===== config.mk =====
export PLATFORM = sky130hd
export DESIGN_NAME = priority_request_capture
export DESIGN_NICKNAME = d
export VERILOG_FILES = /design/src/rtl/priority_request_capture.sv
export SDC_FILE = /design/constraint.sdc
export NUM_CORES = 1
export LEC_CHECK = 0
export ABC_AREA = 0
export BUFFER_PORTS_ARGS = -buffer_cell sky130_fd_sc_hd__buf_2
export CAP_MARGIN = 5
export CORE_MARGIN = 4
export CORE_UTILIZATION = 29
export DETAILED_ROUTE_END_ITERATION = 12
export SLEW_MARGIN = 20
export SYNTH_ARGS = -nofsm -noshare
export SYNTH_HDL_FRONTEND = slang
export SYNTH_SLANG_ARGS = --single-unit
export TNS_END_PERCENT = 10

===== constraint.sdc =====
create_clock -name Clock_In -period 1.2 [get_ports Clock_In]
set_input_delay 0.06 -clock Clock_In [delete_from_list [all_inputs] [get_ports Clock_In]]
set_output_delay 0.06 -clock Clock_In [all_outputs]
set_load 0.05 [all_outputs]

===== src/rtl/priority_request_capture.sv =====
// priority_request_capture: latches request events into a pending set and presents the
// highest-priority (lowest-numbered) pending bit through a valid/ready handshake.
module priority_request_capture #(
    parameter int NUM_REQ     = 4,
    parameter int INDEX_WIDTH = 2,
    parameter bit EDGE_MODE   = 1
) (
    input  logic                   Clock_In,
    input  logic                   Reset_In,
    input  logic                   Enable_In,
    input  logic [NUM_REQ-1:0]     Request_In,
    input  logic                   Ready_In,
    output logic                   Valid_Out,
    output logic [INDEX_WIDTH-1:0] Index_Out,
    output logic [NUM_REQ-1:0]     Pending_Out,
    output logic                   Overflow_Out
);
    typedef enum logic {IDLE, PRESENT} state_t;
    state_t state;
    logic [NUM_REQ-1:0] req_q, accept, clear;
    logic [INDEX_WIDTH-1:0] lowest;

    assign accept = (EDGE_MODE ? Request_In & ~req_q : Request_In) & {NUM_REQ{Enable_In}};
    assign clear  = (Valid_Out && Ready_In) ? NUM_REQ'(1) << Index_Out : '0;

    always_comb begin
        lowest = '0;
        for (int i = NUM_REQ - 1; i >= 0; i--)
            if (Pending_Out[i]) lowest = INDEX_WIDTH'(i);
    end

    // set wins over clear, so a re-request on the bit being retired is kept without overflow
    always_ff @(posedge Clock_In or posedge Reset_In)
        if (Reset_In) begin
            state        <= IDLE;
            req_q        <= '0;
            Pending_Out  <= '0;
            Valid_Out    <= 1'b0;
            Index_Out    <= '0;
            Overflow_Out <= 1'b0;
        end else begin
            req_q        <= Request_In;
            Pending_Out  <= (Pending_Out & ~clear) | accept;
            Overflow_Out <= |(accept & Pending_Out & ~clear);
            if (state == IDLE && |Pending_Out) begin
                state     <= PRESENT;
                Valid_Out <= 1'b1;
                Index_Out <= lowest;
            end else if (state == PRESENT && Ready_In) begin
                state     <= IDLE;
                Valid_Out <= 1'b0;
            end
        end
endmodule


==> metrics.md <==
| Metric | Value |
|---|---|
| Status | finished clean |
| Num Clock Sinks | 12 |
| First-pass GRT wire length | 1930 µm |
| Hold Crit Class | primary input to register |
| Power share of the clock group | 14.8% |
| Vias in the first global route | 417 |
| Period minus WS final | 1.13 ns |
| Cells along the critical path | buf_2 |
| Avg WL per Cell | 12.4 µm |
| CTS Hold Bufs | 5 |
| Antenna Nets Post-Route | 0 |
| Max_slew headroom | 69.3% |
| FFs w/ async S/R, synth | 100% |
| N_diodes | 0 |
| Fillers | 191 |
| Yosys top cell area share | 54.9% |
| Max Cap Viol | 0 |
| Synthesized flop and latch total | 12 |
| Share of total power in combinational logic | 45.9% |
| CP Launch Type | register |
| Final hold vios | 0 |
| Worst-Margin Slew | 0.459 ns |
| Post-synth top area cell | dfrtp_1 |
| CTS tree | done |
| Buf+Inv Stages, Crit Path | 1 |
| H-tree depth | 1 |
| Final GP Congestion | 0.755 |
| CTS Buf Count | 3 |
| Top post-synthesis cells by area | dfrtp_1, a32o_1, and4b_2 |
| Number of top-level pins | 16 |
| CP max FO | 11 |
| CP max stage cell | dfrtp_2 |
| GR Util All Layers | 10.1% |
| Grt total ovfl | 0 |
| Mapped Avg Cell Area | 11.9 µm² |
| Die Area | 2640 µm² |
| Core area | 1760 µm² |
| Share of layout cells above drive strength 1 | 39.1% |
| Yosys cell types | 15 |
| Number of antenna violations at the first check in global routing | 0 |
| Drt via density | 4.64 |
| CP arrival | 1.07 ns |
| P_sw | 842 µW |
| Clock Path Buffers | 2 |
| Root buf cell | clkbuf_4 |
| Syn_nets | 54 |
| RSZ-0062 raised after global routing | no |
| Fin cells | 94 |
| Delay-heaviest family, CP | flip-flops |
| Post-synth top cells | dfrtp_1, nor2_1, inv_1 |
| Count leader, synth | dfrtp_1 |
| Pin count of the biggest net entering global routing | 13 |
| Die H | 51.4 µm |
| Vias | 436 |
| First-pass DRT Iterations | 2 |
| Post-synthesis cell area | 547 µm² |
| Post-DP HPWL | 848 µm |
| Worst vdd ir | 1.13 mV |
| P_int | 928 µW |
| Post-CTS repair timing setup buffer count | 0 |
| Synth-to-layout area growth | 32.5% |
| Setup crit end kind | output pin |
| Post-Place Cells | 85 |
| Setup TNS | 0 ns |
| Slowest stage delay, CP | 0.49 ns |
| CTS clock-pin slew for the worst setup and hold paths | 0.08 ns |
| Setup CP Type | register to output pin |
| Setup Skew | 0.00784 ns |
| Final worst-path cycle share | 93.9% |
| Final setup violation count | 0 |
| EDFF count, synth | 0 |
| Port bufs | 15 |
| Leakage | 0.330 nW |
| Die W | 51.4 µm |
| Worst Path Required | 1.14 ns |
| Cts repair resizes | 0 |
| Routed WL | 1160 µm |
| Fmax | 887 MHz |
| Layout Nets | 78 |
| Skew-Pair Late Insertion Delay | 0.27 ns |
| Seq pwr share | 39.3% |
| Iter 0 DRT Violations | 2 |
| Max-slew violation count | 0 |
| Net Sw Frac | 47.6% |
| Initial Util | 31.0% |
| Synth Instances | 46 |
| Sequential area share after synthesis | 54.9% |
| Total power | 1.77 mW |
| Top_reg_cell synth | dfrtp_1 |
| Yosys warning count | 0 |
| Residual DRC | 0 |
| P per Cell Area | 2440 nW/µm² |
| # rows | 15 |
[power groups by stage]
| stage | clock [mW] | combinational, mW | sequential (mW) |
|---|---|---|---|
| final | 0.262 | 0.812 | 0.696 |
| after global placement | 0 | 0.809 | 0.701 |
| after detailed placement | 0 | 0.807 | 0.708 |
| after floorplan | 0 | 0.246 | 1.07 |
| after global routing | 0.294 | 0.858 | 0.726 |
| after CTS | 0.274 | 0.822 | 0.697 |
[cell families after synthesis]
logic type	synth area share [%]
simple gates	23.1
flops	54.9
compound gates	15.8
buf+inv	6.18
[cell type report]
type	count	area (µm²)	share of cell area (%)
sequential	12	307	42.3
multi-input combinational	27	213	29.4
timing repair buffer	20	125	17.3
tap	25	31.3	4.32
clock buffer	4	26.3	3.63
inverter	6	22.5	3.11
[cell usage in the layout (no fill, tap or decap)]
cell type and count:
nand4bb_4 1, and4b_2 3, dfrtp_2 5, a32o_1 4
nand4_1 1, o22a_1 2, nor3_1 1, a22oi_1 1
inv_1 6, dfrtp_1 7, clkbuf_1 1, nand4b_1 2
and4b_1 1, nor2_1 7, dlygate4sd3_1 5, buf_2 15
a21oi_1 3, clkbuf_4 3, o22ai_1 1
[final timing paths]
kind	start	endpoint	slack, ns	cells after the start
max in group asynchronous	Reset_In	Pending_Out[0]	0.52	3
worst max-delay path	state	Valid_Out	0.07	1
min in group asynchronous	Reset_In	Pending_Out[3]	0.33	3
worst min-delay path	Ready_In	state	0.08	2
worst min register to register	Pending_Out[0]	Pending_Out[0]	0.55	1
worst max register to register	Pending_Out[2]	Overflow_Out	0.11	3
[through the flow]
stage	hold slack (ns)	cell area (µm²)	setup WS [ns]	utilization, %
finish	0.0798	724	0.0732	41.1
detailed placement	0.102	648	0.143	36.7
CTS	0.0709	724	0.0582	41.1
floorplan	-0.0756	553	0.00270	-
global placement	0.0934	648	0.141	36.7
global route	0.0942	724	0.0220	41.1
[per-layer routing]
metal	up-vias	global-route usage, %	share of wire [%]	wire [µm]
met1	196	13.1	47	548
li1	224	-	-	-
met4	0	7.86	2.5	29
met2	11	14.4	45	523
met5	-	0	0	0
met3	5	2.04	5.1	59
[flip-flops by register name (all words and copies together) (netlist names)]
name          flops
state             1
Overflow_Out      1
req_q             4
Pending_Out       4
Index_Out         2
Power figures use the tool's default switching activity.
